[config.mk]
export PLATFORM = sky130hd
export DESIGN_NAME = nibbler_fetch_unit
export DESIGN_NICKNAME = d
export VERILOG_FILES = /design/src/rtl/nibbler_pkg.sv /design/src/rtl/nibbler_jump_cond.sv /design/src/rtl/nibbler_fetch_unit.sv
export SDC_FILE = /design/constraint.sdc
export NUM_CORES = 1
export LEC_CHECK = 0
export BUFFER_PORTS_ARGS = -buffer_cell sky130_fd_sc_hd__buf_2
export CORE_MARGIN = 1.5
export CORE_UTILIZATION = 36
export CTS_CLUSTER_DIAMETER = 120
export DETAILED_ROUTE_END_ITERATION = 8
export HOLD_SLACK_MARGIN = 0.12
export PLACE_DENSITY = 0.82
export RECOVER_POWER = 25
export SYNTH_ARGS = -nofsm -noshare
export SYNTH_HDL_FRONTEND = slang
export SYNTH_HIERARCHICAL = 1
export SYNTH_SLANG_ARGS = --single-unit
[constraint.sdc]
create_clock -name clk -period 3.25 [get_ports clk]
set_input_delay 0.975 -clock clk [delete_from_list [all_inputs] [get_ports clk]]
set_output_delay 0.975 -clock clk [all_outputs]
set_load 0.05 [all_outputs]
[src/rtl/nibbler_pkg.sv]
// Shared Nibbler fetch-stage types, widths and opcode encodings.
package nibbler_pkg;

  localparam int unsigned DEF_ADDR_W = 12;
  localparam int unsigned DEF_DATA_W = 8;

  localparam logic [3:0] JC  = 4'h0;
  localparam logic [3:0] JNC = 4'h1;
  localparam logic [3:0] JZ  = 4'h2;
  localparam logic [3:0] JNZ = 4'h3;
  localparam logic [3:0] J   = 4'h9;

  typedef enum logic [1:0] {
    FETCH,
    EXEC,
    JUMP_LO,
    HALT
  } fetch_state_t;

  function automatic logic is_jump(input logic [3:0] op);
    return op inside {JC, JNC, JZ, JNZ, J};
  endfunction

endpackage

[src/rtl/nibbler_jump_cond.sv]
// Combinational branch-condition evaluator: opcode plus ALU flags -> taken.
module nibbler_jump_cond
  import nibbler_pkg::*;
(
  input  logic [3:0] opcode,
  input  logic       carry_flag,
  input  logic       zero_flag,
  output logic       taken
);

  always_comb begin
    case (opcode)
      JC:      taken = carry_flag;
      JNC:     taken = ~carry_flag;
      JZ:      taken = zero_flag;
      JNZ:     taken = ~zero_flag;
      J:       taken = 1'b1;
      default: taken = 1'b0;
    endcase
  end

endmodule

[src/rtl/nibbler_fetch_unit.sv]
// Nibbler fetch/execute/jump sequencer sitting between the ProgramCounter and ROM.
// Optional FETCH_SELF_JUMP_HALT_EN: a taken jump onto its own address halts the unit.
module nibbler_fetch_unit
  import nibbler_pkg::*;
#(
  parameter int unsigned ADDR_W = DEF_ADDR_W,
  parameter int unsigned DATA_W = DEF_DATA_W
) (
  input  logic              clk,
  input  logic              reset,
  input  logic [ADDR_W-1:0] pc_addr,
  input  logic [DATA_W-1:0] rom_data,
  input  logic              carry_flag,
  input  logic              zero_flag,
  input  logic              stall,
  output logic [ADDR_W-1:0] rom_addr,
  output logic              incPC,
  output logic              notLoadPC,
  output logic [ADDR_W-1:0] addressIn,
  output logic [3:0]        opcode,
  output logic [3:0]        operand,
  output logic              exec_valid,
  output logic              jump_taken
`ifdef FETCH_SELF_JUMP_HALT_EN
  ,
  output logic              halted
`endif
);

  fetch_state_t      state_q, state_d;
  logic [DATA_W-1:0] ir_q, ir_d;
  logic              cond_taken;
  logic [ADDR_W-1:0] target;

`ifdef FETCH_SELF_JUMP_HALT_EN
  logic [ADDR_W-1:0] inst_addr_q, inst_addr_d;
  logic              halted_q, halted_d;
`endif

  nibbler_jump_cond u_jump_cond (
    .opcode     (ir_q[7:4]),
    .carry_flag (carry_flag),
    .zero_flag  (zero_flag),
    .taken      (cond_taken)
  );

  assign rom_addr = pc_addr;
  assign opcode   = ir_q[7:4];
  assign operand  = ir_q[3:0];
  assign target   = ADDR_W'({ir_q[3:0], rom_data});

  always_comb begin
    state_d    = state_q;
    ir_d       = ir_q;
    incPC      = 1'b0;
    notLoadPC  = 1'b1;
    addressIn  = '0;
    exec_valid = 1'b0;
    jump_taken = 1'b0;
`ifdef FETCH_SELF_JUMP_HALT_EN
    inst_addr_d = inst_addr_q;
    halted_d    = halted_q;
`endif
    if (!stall) begin
      case (state_q)
        FETCH: begin
          ir_d    = rom_data;
          incPC   = 1'b1;
          state_d = is_jump(rom_data[7:4]) ? JUMP_LO : EXEC;
`ifdef FETCH_SELF_JUMP_HALT_EN
          inst_addr_d = pc_addr;
`endif
        end
        EXEC: begin
          exec_valid = 1'b1;
          state_d    = FETCH;
        end
        JUMP_LO: begin
          state_d = FETCH;
          if (cond_taken) begin
            notLoadPC  = 1'b0;
            addressIn  = target;
            jump_taken = 1'b1;
`ifdef FETCH_SELF_JUMP_HALT_EN
            if (target == inst_addr_q) begin
              state_d  = HALT;
              halted_d = 1'b1;
            end
`endif
          end else begin
            incPC = 1'b1;
          end
        end
        default: begin
`ifdef FETCH_SELF_JUMP_HALT_EN
          state_d = HALT;
`else
          state_d = FETCH;
`endif
        end
      endcase
    end
    // Reset cycle must not disturb the PC even though state_q still holds the old phase.
    if (reset) begin
      incPC      = 1'b0;
      notLoadPC  = 1'b1;
      addressIn  = '0;
      exec_valid = 1'b0;
      jump_taken = 1'b0;
    end
  end

  always_ff @(posedge clk) begin
    if (reset) begin
      state_q <= FETCH;
      ir_q    <= '0;
`ifdef FETCH_SELF_JUMP_HALT_EN
      inst_addr_q <= '0;
      halted_q    <= 1'b0;
`endif
    end else begin
      state_q <= state_d;
      ir_q    <= ir_d;
`ifdef FETCH_SELF_JUMP_HALT_EN
      inst_addr_q <= inst_addr_d;
      halted_q    <= halted_d;
`endif
    end
  end

`ifdef FETCH_SELF_JUMP_HALT_EN
  assign halted = halted_q;
`endif

endmodule

# [Word level (Yosys, flattened, before mapping)]
# Cells that the tools add are included.
# Widths: inputs -> output; s select.
[word_totals] register_bits=10 input_bits=25 output_inout_bits=36 wordCells=41
[op_classes] n_eq_ne=10 n_mux=21 bitwise=3 n_reduce_logical=5
[op_table] op="$mux 12" n=4
[op_table] op="$eq 4x2->1 const B" n=4
[op_table] op="$mux 1" n=13
[op_table] op="$eq 4x1->1 const B" n=2
[op_table] op="$eq 4x4->1 const B" n=2
[op_table] op="$logic_not 4->1" n=2
[op_table] op="$pmux 1 s5" n=1
[op_table] op="$reduce_bool 5->1" n=1
[op_table] op="$mux 2" n=2
[op_table] op="$not 1->1" n=3
[op_table] op="$eq 2x1->1 const B" n=1
[op_table] op="$eq 2x2->1 const B" n=1
[op_table] op="$logic_not 2->1" n=1
[op_table] op="$pmux 1 s2" n=1
[op_table] op="$reduce_and 2->1" n=1

# [Longest topological paths before layout]
# Gate-level depths: netlist of the first run.
[logic_depth] word_depth=6 mapped_depth=7 ltp_nobuf=6

# [Modules after synthesis]
# The synthesis of the first run kept the hierarchy.
[by_module_without_submodules] module="nibbler_fetch_unit" instances=1 cells_each=76 area_per_inst_um2=608.1 seq_area_each_um2=200.2
[by_module_without_submodules] module="nibbler_jump_cond" instances=1 cells_each=7 area_per_inst_um2=45.0 seq_area_each_um2=0.0

# [Worst setup path before layout of the first run]
# OpenSTA, ideal clock, no wires.
[synth_timing] kind="in2out" start="in zero_flag" end="out incPC" arrival_time_ns=3.773 path_slack_ns=-1.498 cell_stages=4 path_buffers=0 path_cell_list="mux2i_1 or3_1 a31oi_1 a2111oi_0"
[synth_between] elab_chain_len=6
[synth_rtl] element="start, declared" line_no="nibbler_fetch_unit.sv:14" text="input logic zero_flag,"
[synth_rtl] element="$not 1->1" line_no="nibbler_jump_cond.sv:16" text="JNZ: taken = ~zero_flag;"
[synth_rtl] element="$pmux 1 s5 (*)" line_no="nibbler_jump_cond.sv:12" text="case (opcode)"
[synth_rtl] element="net cond_taken" line_no="nibbler_fetch_unit.sv:32" text="logic cond_taken;"
[synth_rtl] element="$mux 1 (*)" line_no="nibbler_fetch_unit.sv:80" text="if (cond_taken) begin"
[synth_rtl] element="$pmux 1 s2 (*)" line_no="nibbler_fetch_unit.sv:65" text="case (state_q)"
[synth_rtl] element="$mux 1 (*)" line_no="nibbler_fetch_unit.sv:64" text="if (!stall) begin"
[synth_rtl] element="$mux 1 (*)" line_no="nibbler_fetch_unit.sv:104" text="if (reset) begin"
[synth_rtl] element="end, declared" line_no="nibbler_fetch_unit.sv:17" text="output logic incPC,"
# The timed path passes the listed nets; every way through them passes the cells marked *.

# [Worst setup path in the final report of the first run]
[layout_timing] start="in zero_flag" end="out addressIn[11]"
[layout_between] elab_chain_len=6
[layout_rtl] element="$not 1->1" line_no="nibbler_jump_cond.sv:16"
[layout_rtl] element="$pmux 1 s5 (*)" line_no="nibbler_jump_cond.sv:12"
[layout_rtl] element="net cond_taken" line_no="nibbler_fetch_unit.sv:32"
[layout_rtl] element="$mux 12 (*)" line_no="nibbler_fetch_unit.sv:80"
[layout_rtl] element="$mux 12 (*)" line_no="nibbler_fetch_unit.sv:65"
[layout_rtl] element="$mux 12 (*)" line_no="nibbler_fetch_unit.sv:64"
[layout_rtl] element="$mux 12 (*)" line_no="nibbler_fetch_unit.sv:104"
[layout_rtl] element="end, declared" line_no="nibbler_fetch_unit.sv:19" text="output logic [ADDR_W-1:0] addressIn,"
# Marks and branches as above.

==> impl.org, run 1 <==
** Setup path
- STA classifies the critical path endpoint as a primary output.
- Total buffers and inverters traversed by the critical path :: 3
- Counting cells, the worst reg-to-reg path comes to 3.
- Required time at the worst-slack endpoint :: 2270 ps
- Slowest Stage Delay on Critical Path :: 360 ps
- On the critical path the largest part of the delay comes from simple AND/OR/NAND/NOR gates.
- Critical-path cell list :: buf_6, mux2i_1, or3_1, a31oi_4, nand2_2, nor4_4, buf_6, and2_1, buf_6
- Setup slack on the worst reg-to-reg path comes out at 1980 ps.
- Data arrives at the worst endpoint at 2380 ps.
- The worst setup path is launched from an input port.
- The largest individual stage delay along the critical path comes from the cell sky130_fd_sc_hd__or3_1.
- Worst reg2reg startpoint :: state_q[0]
- In this design, the critical path's most frequently occurring cell is sky130_fd_sc_hd__buf_6.
- In this run the critical register-to-register path is captured at ir_q[0].
- The worst setup path is of the in -> out kind.
- Of all nets on the critical path, the largest fanout is 14.

** Global routing
- Pin count of the biggest net entering global routing :: 15
- Remaining global-route overflow :: 0
- For this run, the total global-route usage over all layers was measured as 0.1438.
- Vias in the first global route :: 520
- The first global-routing pass estimated between 2000 and 2500 µm of wire.
- The number of antenna violations at the first check in global routing was 0.

** Final layout
- Non-filler cells, final :: 136
- 0 antenna diodes ended up in the layout.
- After filler insertion, the fill cell instance count of the layout stands at 141.
- Multi-input combinational cell area :: approximately 380 µm²
- Area growth, synth to finish :: 48.85%
- The final layout contains 137 nets.
- Most frequent cells in the layout :: 20 x sky130_fd_sc_hd__buf_2, 18 x sky130_fd_sc_hd__nand2_1, 11 x sky130_fd_sc_hd__buf_6
- The library cell used most frequently in the layout, excluding fill and tap cells, is sky130_fd_sc_hd__buf_2.
- Fraction of final layout cells sized beyond drive strength 1 :: 0.5315
- Area used by sequential logic in the layout :: approximately 200 µm²

** Clocking
- Cts repair resizes :: 30
- For this design, the CTS-stage hold fixing added 0 buffers.
- Counting the buffers created by CTS gives 3.
- Post-CTS timing repair inserted 0 buffers for setup.
- Clock tree from TritonCTS :: yes
- Root Buffer :: sky130_fd_sc_hd__clkbuf_4
- In this run the number of H-tree levels came out at 1.
- Insertion delay to the later sink of the worst-skew pair :: 260 ps
- TritonCTS sink count :: 10
- No sink is reached through more buffers than the 2 on the longest clock path.
- Clock-pin slew was measured on the worst setup and hold paths at ~70 ps.

** Die
- The initial utilization of the core area, before any placement, comes to 0.3824.
- From left edge to right edge, the die measures about 46 µm.
- I/O Pins :: 61
- The die covers 2079 µm².
- Standard cell core area :: 1708 µm²
- In this run the vertical extent of the chip is roughly 46 µm.
- Site row count :: 15

** Placed design
- Setup slack after placement :: -234.0 ps
- Input and output buffers added on the ports amount to 36.
- Counting tap cells, the placed design contains a total of roughly 130 instances.
- After legalization and detailed placement, the total HPWL measured 1107 µm.
- RePlAce Congestion :: 0.7847

** Timing
- Across all setup checks in the final design, the least slack found is -100.7 ps.
- Setup Viol. Count Final :: 13
- For the finished layout, the period the worst path requires is 3351 ps.
- The number of hold violations in the final report is 0.
- Measured against its own limit, the worst slew margin works out to 0.6228.
- Setup repair after global routing could not meet its margin everywhere.
- Actual transition at the worst max-transition pin :: 562.7 ps
- Fmax :: 298.4 MHz
- The number of max-slew violations in the final report was 0.
- Period utilisation layout :: 1.031
- Clock Skew :: 3.857 ps

** Route
- Post-detailed-routing wire length :: 1568 µm
- Length of the first detailed-routing pass in iterations :: 5
- The detail route stage leaves a number of antenna-violating nets equal to 0.
- Drt drc :: 0
- Dividing the detail-routed wire length by the instance count gives 11.53 µm.
- DR vias :: 646
- After the first detailed-routing iteration, the DRC count stood at 9.
- Vias/cell :: 4.750

** Hold path
- In this run the most critical hold path is launched from ir_q[3].
- Worst Hold Path Cells :: 2
- Hold worst-path end :: ir_q[3]
- Tightest Hold Check Type :: reg -> reg

** Synthesis
- During synthesis, Yosys emitted a total of 6 warnings.
- The share of the Yosys chip area taken by registers is 0.3065.
- Count of unique library cells instantiated by Yosys :: 22
- Counting every net in the synthesized netlist gives 108.
- The cell area that synthesis handed to floorplanning was 653.1 µm².
- Synthesized area per cell :: 7.869 µm²
- Register bit count reported by yosys :: 10
- Cell count after synthesis :: 83

** Status
- Outcome :: finished, violations left
- Failing checks :: negative setup slack

** Power and ir drop
- P per Cell Area :: 354.9 nW/µm²
- Across the VDD grid, the largest voltage drop is between 0.2 and 0.25 mV.
- Leakage power :: about 0.43 nW

** Flow run
- Count of max-cap constraint violations :: 0
==> how the worst max path moves through the flow <==
stage	start	endpoint	slack, ps	cells after the start
floorplan	zero_flag	incPC	-160	4
global placement	zero_flag	addressIn[3]	-150	9
detailed placement	zero_flag	addressIn[5]	-230	9
CTS	zero_flag	addressIn[11]	-90	9
global route	zero_flag	addressIn[11]	-190	9
finish	zero_flag	addressIn[11]	-100	9
==> cell usage after synthesis <==
library cell / n / area, µm²
sky130_fd_sc_hd__clkbuf_1: 1 / 3.750
sky130_fd_sc_hd__nand3_1: 1 / 5.000
sky130_fd_sc_hd__nor4_4: 1 / 21.27
sky130_fd_sc_hd__nand2_1: 19 / 71.32
sky130_fd_sc_hd__dfxtp_1: 10 / 200.2
sky130_fd_sc_hd__a31oi_1: 1 / 6.260
sky130_fd_sc_hd__nor2_1: 1 / 3.750
sky130_fd_sc_hd__o2bb2ai_2: 1 / 15.01
sky130_fd_sc_hd__and2_1: 12 / 75.07
sky130_fd_sc_hd__nor3_2: 1 / 10.01
sky130_fd_sc_hd__nand3b_1: 1 / 7.510
sky130_fd_sc_hd__nand2b_1: 3 / 18.77
sky130_fd_sc_hd__inv_1: 1 / 3.750
sky130_fd_sc_hd__a21oi_1: 9 / 45.04
sky130_fd_sc_hd__nor4b_1: 1 / 8.760
sky130_fd_sc_hd__or3_1: 2 / 12.51
sky130_fd_sc_hd__mux2i_1: 1 / 10.01
sky130_fd_sc_hd__buf_6: 1 / 11.26
sky130_fd_sc_hd__o22ai_1: 1 / 6.260
sky130_fd_sc_hd__a2111oi_0: 1 / 8.760
sky130_fd_sc_hd__nor2_4: 1 / 11.26
sky130_fd_sc_hd__buf_4: 13 / 97.59
==> metrics by stage <==
| stage | area (µm²) | util | power, mW | hold slack (ps) | TNS (ps) |
|---|---|---|---|---|---|
| 2_1_floorplan | 681.9 | - | 0.2425 | 525.8 | -1103 |
| 3_3_place_gp | 799.5 | 0.4681 | 0.2275 | 457.0 | -1735 |
| 3_5_place_dp | 799.5 | 0.4681 | 0.2299 | 458.7 | -2850 |
| 4_1_cts | 939.7 | 0.5502 | 0.3427 | 469.1 | -969.5 |
| 5_1_grt | 972.2 | 0.5692 | 0.3571 | 505.3 | -2339 |
| 6_report | 972.2 | 0.5692 | 0.3450 | 468.9 | -1081 |
==> metal layers <==
layer  track usage  wire length [µm]  vias to the layer above  share of wire
met1        0.1456               586                      286           0.37
met3       0.02381               112                        4          0.071
met5             0                 0                        -              0
li1              -                 -                      319              -
met4        0.1059                35                        0          0.022
met2        0.2592               833                       37           0.53
==> layout make-up <==
class | instances | area share
Clock buffer | 4 | 0.03732
Inverter | 1 | 0.003861
Multi-Input combinational cell | 57 | 0.3900
Sequential cell | 10 | 0.2059
Tap cell | 25 | 0.03218
Timing Repair Buffer | 39 | 0.3308
==> where the power goes <==
part | internal (mW) | total (mW) | switching, mW
combinational | 0.0322 | 0.0946 | 0.0623
clock | 0.0680 | 0.110 | 0.0419
sequential | 0.131 | 0.141 | 0.00957
==> cell families after synthesis <==
group / synth area share
DFF: 0.3065
and+or+nand+nor: 0.3755
buffers and inverters: 0.1781
AOI/OAI and AO/OA: 0.1245
muxes: 0.01533
==> state kept, by name (all words and copies together), names as in the netlist <==
| register | flops |
|---|---|
| state_q | 2 |
| ir_q | 8 |
==> worst reg2reg max path, stage by stage, from the launching register on <==
cell and delay [ps]:
sky130_fd_sc_hd__dfxtp_1 380, sky130_fd_sc_hd__or3_1 570, sky130_fd_sc_hd__nand2_1 150, sky130_fd_sc_hd__a21oi_1 70
Power figures use the tool's default switching activity.
==> run 2: changes to the inputs <==
--- a/constraint.sdc
+++ b/constraint.sdc
@@ -3,2 +3,2 @@
 set_output_delay 0.975 -clock clk [all_outputs]
-set_load 0.05 [all_outputs]
+set_load 0.01 [all_outputs]
==> run 2 against run 1 <==
Against the previous run: the flow still finishes with violations (negative setup slack); global-route usage is 0.78 points higher; hold slack improved by 4.3 ps; non-clock buffer count decreased by 1; power fell by 9.6%; critical path type unchanged.
==> impl.org, run 2 (synthesized netlist as in run 1, its figures left out) <==
** Die
- Die W :: 45.60 µm (unchanged)
- The I/O pin count is 61 (unchanged).
- Standard cell core area :: 1708 µm² (unchanged)
- The placement row count came to 15 (unchanged).
- Starting density of the core :: 0.3824 (unchanged)
- The full die area was 2079 µm² (unchanged).
- The chip height was 45.60 µm (unchanged).

** Setup path
- Critical-path cell list :: buf_6, mux2i_1, or3_1, a31oi_2, nand2_2, nor4_4, buf_4, and2_1, buf_2
- The worst setup path is launched from an input port.
- The worst setup path is captured at a primary output.
- Category of the critical setup timing path :: in -> out
- The largest individual stage delay along the critical path comes from the cell sky130_fd_sc_hd__or3_1.
- Crit Path Max Fanout :: 7 (-7)
- Category of cells accounting for the largest share of critical-path delay :: simple AND/OR/NAND/NOR gates
- Arrival time worst endpoint :: 2330 ps (-50 ps)
- Slowest Stage Delay on Critical Path :: 320 ps (-40 ps)
- Required time at the worst-slack endpoint :: 2270 ps (about the same)
- Total buffers and inverters traversed by the critical path :: 3 (unchanged)

** Global routing
- The via count of the first global-routing pass came to 523 (+0.58%).
- Remaining global-route overflow :: 0 (unchanged)
- Initial antenna violation count :: 0 (unchanged)
- The maximum number of pins on one net before global-route repair is 16 (+1).
- The combined global-route utilization of all metal layers was 0.1516 (+0.007798).
- First-pass GRT wire length :: 2221 µm (+5.6%)

** Clocking
- Root Buffer :: sky130_fd_sc_hd__clkbuf_4
- TritonCTS built the clock tree.
- Clock slew at the register clock pins of the worst setup and hold paths :: 70 ps (about the same)
- Setup repair bufs after CTS :: 0 (unchanged)
- Maximum level of the CTS H-tree :: 1 (unchanged)
- The number of CTS-inserted buffers came to 3 (unchanged).
- The latest clock arrival within the worst-skew pair is 270 ps (about the same).
- The clock sink count came to 10 (unchanged).
- The maximum buffer depth of the clock tree was 2 (unchanged).

** Placed design
- Count of buffers from port buffering :: 36 (unchanged)
- The total placed cells including tap cells is 130 (-1.5%).
- RePlAce Congestion :: 0.7639 (-2.7%)
- Final HPWL DP :: 1141 µm (+3.1%)

** Final layout
- Largest regs :: ir_q x8, state_q x2
- Antenna diodes :: 0 (unchanged)
- Compared with the post-synthesis result, the final layout area differs by 29.12%.
- Commonest non-fill, non-tap cell in the layout :: sky130_fd_sc_hd__buf_2
- The final cell count without fillers was 135 (-0.74%).
- The net count of the finished layout came to 136 (-0.73%).
- Most frequent cells in the layout :: 30 x sky130_fd_sc_hd__buf_2, 18 x sky130_fd_sc_hd__nand2_1, 10 x sky130_fd_sc_hd__and2_1, 10 x sky130_fd_sc_hd__dfxtp_1, 9 x sky130_fd_sc_hd__a21oi_1
- ir_q holds more flip-flops than any other register.
- Fraction of final layout cells sized beyond drive strength 1 :: 0.4364 (-0.09517)
- The number of flip-flops in the largest register came to 8 (unchanged).

** Route
- Residual antenna-violating net count after detailed routing :: 0 (unchanged)
- The routed length per instance was 12.20 µm (+5.8%).
- Post-detailed-routing wire length :: 1647 µm (+5.0%)
- The vias per cell is 4.741 (-0.19%).
- DRT iter0 DRCs :: 9 (unchanged)
- The detailed-router iteration count before antenna repair came to 4 (-1).
- DR vias :: 640 (-0.93%)
- Drt drc :: 0 (unchanged)

** Timing
- The maximum clock rate is 302.8 MHz (+1.4%).
- The minimum clock period came to 3303 ps (-47.85 ps).
- The final worst setup slack came to -52.81 ps (+47.85 ps).
- Setup repair after global routing could not meet its margin everywhere.
- The number of max-slew violations in the final report came to 0 (unchanged).
- The worst max-slew margin expressed relative to the limit came to 0.6303 (+0.007496).
- The final period utilization came to 1.016 (-0.01472).
- The slew at the pin closest to its max-slew limit was 551.5 ps (-11.18 ps).
- Sum of negative setup slack :: -283.5 ps (+797.7 ps)
- Setup Viol. Count Final :: 12 (-1)
- Clock Skew :: 6.315 ps (+2.458 ps)
- The number of hold violations in the final report is 0 (unchanged).

** Hold path
- The worst hold path belongs to the class reg -> reg.

** Flow run
- Count of max-cap constraint violations :: 0 (unchanged)

** Status
- The run finished, with violations left.
- Failing checks :: negative setup slack

** Power and ir drop
- Total power :: 0.3120 mW (-9.6%)
- P per Cell Area :: 369.9 nW/µm² (+4.2%)
- The highest ir drop seen on vdd is 0.1488 mV (-30%).
- Leakage power :: 0.3955 nW (-8.2%)
run 2: timing repair:
action	in CTS	in global routing
setup endpoints to repair	12	13
resized for setup	5	6
hold buffers	0	0
hold endpoints to repair	0	0
gates cloned	0	1
pin swaps	1	1
run 2: worst min-delay path: cells and delay by family (launching register included):
family,cells,cell delay (ps)
flip-flops,1,320
AND/OR/NAND/NOR,1,50
AO/OA/AOI/OAI,1,60
run 2: report_power, final:
part	internal, mW	switching (mW)	total, mW
Sequential	0.131	0.00904	0.140
Combinational	0.0255	0.0335	0.0590
Clock	0.0680	0.0450	0.113
run 2: metal layers:
layer / vias to the layer above / GRT usage / share of wire
met3: 2 / 0.02381 / 0.066
met5: - / 0 / 0
met4: 0 / 0.08824 / 0.0061
met1: 298 / 0.1735 / 0.42
met2: 25 / 0.2620 / 0.51
li1: 315 / - / -
run 2: metrics by stage:
step	cell area (µm²)	setup WS [ps]	utilization	hold slack (ps)
2_1_floorplan	653.1	158.1	-	488.2
3_3_place_gp	759.5	-13.50	0.4447	455.2
3_5_place_dp	759.5	-56.21	0.4447	455.1
4_1_cts	820.8	-18.78	0.4806	464.5
5_1_grt	843.3	-96.04	0.4938	502.3
6_report	843.3	-52.81	0.4938	473.2
run 2: worst paths after layout:
| kind | start | endpoint | slack [ps] | cells after the start |
|---|---|---|---|---|
| worst max-delay path | zero_flag | addressIn[0] | -50 | 9 |
| worst min-delay path | ir_q[1] | ir_q[1] | 470 | 2 |
| worst max register to register | state_q[0] | state_q[1] | 1990 | 3 |
| worst min register to register | ir_q[1] | ir_q[1] | 470 | 2 |
run 2: area by class of cell:
cell class	count	area (µm²)
clock buffer	4	36.28
multi-input combinational	57	350.3
tap	25	31.28
inverter	1	3.754
fill	170	864.6
timing repair buffer	38	221.5
sequential	10	200.2
==> run 3: changes to the inputs <==
- ABC_AREA: default -> 1
- CORE_UTILIZATION: 36 -> 37
- PLACE_DENSITY: 0.82 -> 0.81
==> run 3 against run 2 <==
Against the previous run: the flow now finishes without violations; sequential share of layout area increased by 0.50 points; sequential cell count unchanged; synthesized cell count increased by 33%; power decreased by 6.0%; critical path depth increased by 2; non-clock buffer count decreased by 2; clock-buffer cell count decreased by 1; design area decreased by 2.1%; largest cell class unchanged.
==> impl.org, run 3 <==
** Status
- Outcome :: finished, final reports clean

** Timing
- Worst hold slack across all endpoints :: 461.2 ps (-12.06 ps)
- Setup repair after global routing left no endpoint under its margin.
- The count of final setup violators came to 0 (-12).
- Fmax :: 338.5 MHz (+12%)
- The final period utilization came to 0.9089 (-0.1073).
- Sum of negative setup slack :: 0 ps (+283.5 ps)
- Final worst path period need :: 2954 ps (-348.7 ps)
- The final worst setup slack is 295.9 ps (+348.7 ps).
- The worst max-slew margin expressed relative to the limit was 0.7378 (+0.1075).
- The number of max-slew violations in the final report was 0 (unchanged).
- Actual transition at the worst max-transition pin :: 392.2 ps (-159.3 ps)
- The number of hold violations in the final report is 0 (unchanged).
- Clock Skew :: 1.946 ps (-4.369 ps)

** Placed design
- RePlAce Congestion :: 0.7220 (-5.5%)
- Placed cell areas :: 813.3 µm² (+7.1%)
- The post-placement setup slack came to 289.0 ps (+345.2 ps).
- Placed cell count :: 157 (+21%)
- Count of buffers from port buffering :: 36 (unchanged)
- The detailed placer's ending HPWL was 1268 µm (+11%).

** Synthesis
- Number of flops mapped to enable cells by yosys :: 0 (unchanged)
- The synthesized area per cell was 6.461 µm² (-18%).
- Top cells by instance count after synthesis :: 19 x sky130_fd_sc_hd__inv_1, 14 x sky130_fd_sc_hd__nor2_1, 13 x sky130_fd_sc_hd__buf_4, 13 x sky130_fd_sc_hd__nand2_1, 12 x sky130_fd_sc_hd__nor2_2
- The async set-or-reset flop fraction in the synthesized netlist is 0 (unchanged).
- Primary FF master, synth :: sky130_fd_sc_hd__dfxtp_1
- Cell accounting for the most synthesized area :: sky130_fd_sc_hd__dfxtp_1
- The fraction of synthesized cell area taken by the top area cell type is 0.2817 (-0.02482).
- The number of register bits inferred by synthesis is 10 (unchanged).
- Count of unique library cells instantiated by Yosys :: 15 (-32%)
- Net Count, Synth :: 135 (+25%)
- Yosys synthesis warning count :: 6 (unchanged)
- The share of synthesized area occupied by flip-flops and latches was 0.2817 (-0.02482).
- Most common cell in the netlist :: sky130_fd_sc_hd__inv_1
- Synth Cell Area :: 710.7 µm² (+8.8%)
- Ranked by total cell area, the synthesized netlist is headed by sky130_fd_sc_hd__dfxtp_1 28%, sky130_fd_sc_hd__buf_4 14%, sky130_fd_sc_hd__nor2_2 11%.
- The instance count of the mapped netlist is 110 (+33%).

** Setup path
- The worst setup path is captured at a primary output.
- The arrival time reported for the critical path endpoint came to 1980 ps (-350 ps).
- The peak fanout along the critical path was 13 (+6).
- The delay of the slowest cell on the worst path is 130 ps (-190 ps).
- Critical-path cell list :: buf_2, inv_1, nand3_1, nand2_1, nor2_1, nand2_1, nand2_1, nor2_4, inv_2, nor2_2, buf_2
- The critical path is of the in -> out type.
- The critical path required time came to 2270 ps (about the same).
- STA classifies the critical path startpoint as an input port.
- Among all stages on the critical path, the largest delay is contributed by sky130_fd_sc_hd__nor2_4.
- Counting stages on the worst path, the most repeated cell is sky130_fd_sc_hd__nand2_1.

** Global routing
- Pin count of the biggest net entering global routing :: 14 (-2)
- All-Layer GR Usage :: 0.1650 (+0.01338)
- The first-pass GRT wire length was 2587 µm (+16%).
- Initial antenna violation count :: 0 (unchanged)
- The total congestion overflow came to 0 (unchanged).
- Vias in the first global route :: 641 (+23%)

** Route
- Post-detailed-routing wire length :: 1572 µm (-4.6%)
- The detailed-router iteration count before antenna repair was 3 (-1).
- The post-detailed-route DRC marker count came to 0 (unchanged).
- The remaining antenna violation count after routing was 0 (unchanged).
- The routed length per instance is 9.825 µm (-19%).
- The number of vias in the routed layout was 724 (+13%).
- Vias/cell :: 4.525 (-4.6%)
- DRT iter0 DRCs :: 7 (-2)

** Final layout
- The number of antenna diodes came to 0 (unchanged).
- The largest registers in the layout are ir_q x8, state_q x2.
- Non-filler cells, final :: 160 (+19%)
- The final standard cell utilization of the core is 0.4681 (-0.02569).
- ir_q holds more flip-flops than any other register.
- The summed area of non-filler cells in the final layout came to 825.8 µm² (-2.1%).
- Area growth, synth to finish :: 16.20%
- The fraction of layout cells with a size suffix above 1 came to 0.3926 (-0.04377).
- Number of flip-flops in the largest register :: 8 (unchanged)
- The top cell types in the final layout, fill and taps aside, are 34 x sky130_fd_sc_hd__buf_2, 20 x sky130_fd_sc_hd__inv_1, 15 x sky130_fd_sc_hd__nor2_1.
- Leaving out fill and tap cells, the most frequent cell in the layout is sky130_fd_sc_hd__buf_2.
- The net count of the finished layout came to 162 (+19%).

** Clocking
- The cell sitting at the root of the clock tree is a sky130_fd_sc_hd__clkbuf_4.
- Clock slew at the register clock pins of the worst setup and hold paths :: 60 ps (about the same)
- Clock tree from TritonCTS :: yes
- The maximum buffer depth of the clock tree came to 2 (unchanged).
- Cts repair resizes :: 0 (-5)
- The number of buffers inserted to repair setup after CTS was 0 (unchanged).
- The clock sink count is 10 (unchanged).
- Number of buffers inserted during clock tree synthesis :: 3 (unchanged)
- The number of levels the H-tree was split into was 1 (unchanged).
- CTS Hold Buffers Added :: 0 (unchanged)
- Insertion delay to the later sink of the worst-skew pair :: 260 ps (about the same)

** Die
- Starting density of the core :: 0.4028 (+0.02042)
- Die W :: 46.83 µm (+2.7%)
- The placement row count is 15 (unchanged).
- The chip height is 46.83 µm (+2.7%).
- Die footprint :: 2193 µm² (+5.5%)
- The core box area is 1764 µm² (+3.3%).
- The I/O pin count came to 61 (unchanged).

** Power and ir drop
- The power density over cell area is 355.2 nW/µm² (-4.0%).
- The highest ir drop seen on vdd was 0.2166 mV (+46%).
- Total power :: 0.2933 mW (-6.0%)
- Leakage power :: 0.4747 nW (+20%)

** Flow run
- The max-capacitance violation count is 0 (unchanged).

** Hold path
- Tightest Hold Check Type :: reg -> reg
## run 3: power breakdown
part / total [mW] / switching (mW) / internal (mW)
clock: 0.0809 / 0.0383 / 0.0426
combinational: 0.0699 / 0.0436 / 0.0263
sequential: 0.143 / 0.00905 / 0.134
total: 0.293 / 0.0909 / 0.202
## run 3: worst max-delay path: cells and delay by family
family / cells / cell delay (ps)
AND/OR/NAND/NOR: 7 / 580
buffers and inverters: 4 / 420
## run 3: cell type report
type | count | area [µm²]
clock buffer | 3 | 22.52
fill | 195 | 938.4
inverter | 23 | 86.33
multi-input combinational | 63 | 307.8
sequential | 10 | 200.2
tap | 25 | 31.28
timing repair buffer | 36 | 177.7
## run 3: worst paths after layout
path	start	endpoint	slack, ps	cells after the start
max	zero_flag	addressIn[2]	300	11
min	state_q[0]	state_q[0]	460	2
max reg2reg	state_q[0]	ir_q[5]	2070	4
min reg2reg	state_q[0]	state_q[0]	460	2
## run 3: metal layers
metal / part of all wire / wire length [µm] / track usage
met5: 0 / 0 / 0
met4: 0.0089 / 14 / 0.05556
met1: 0.39 / 610 / 0.1636
met2: 0.50 / 787 / 0.2986
met3: 0.10 / 160 / 0.08077
## run 3: kinds of logic (layout without fill, tap and decap cells)
family	count (synthesis)	count (layout)	share of synthesized area
buf+inv	37	62	0.2746
flops	10	10	0.2817
simple gates	48	48	0.3380
compound gates	15	15	0.1056
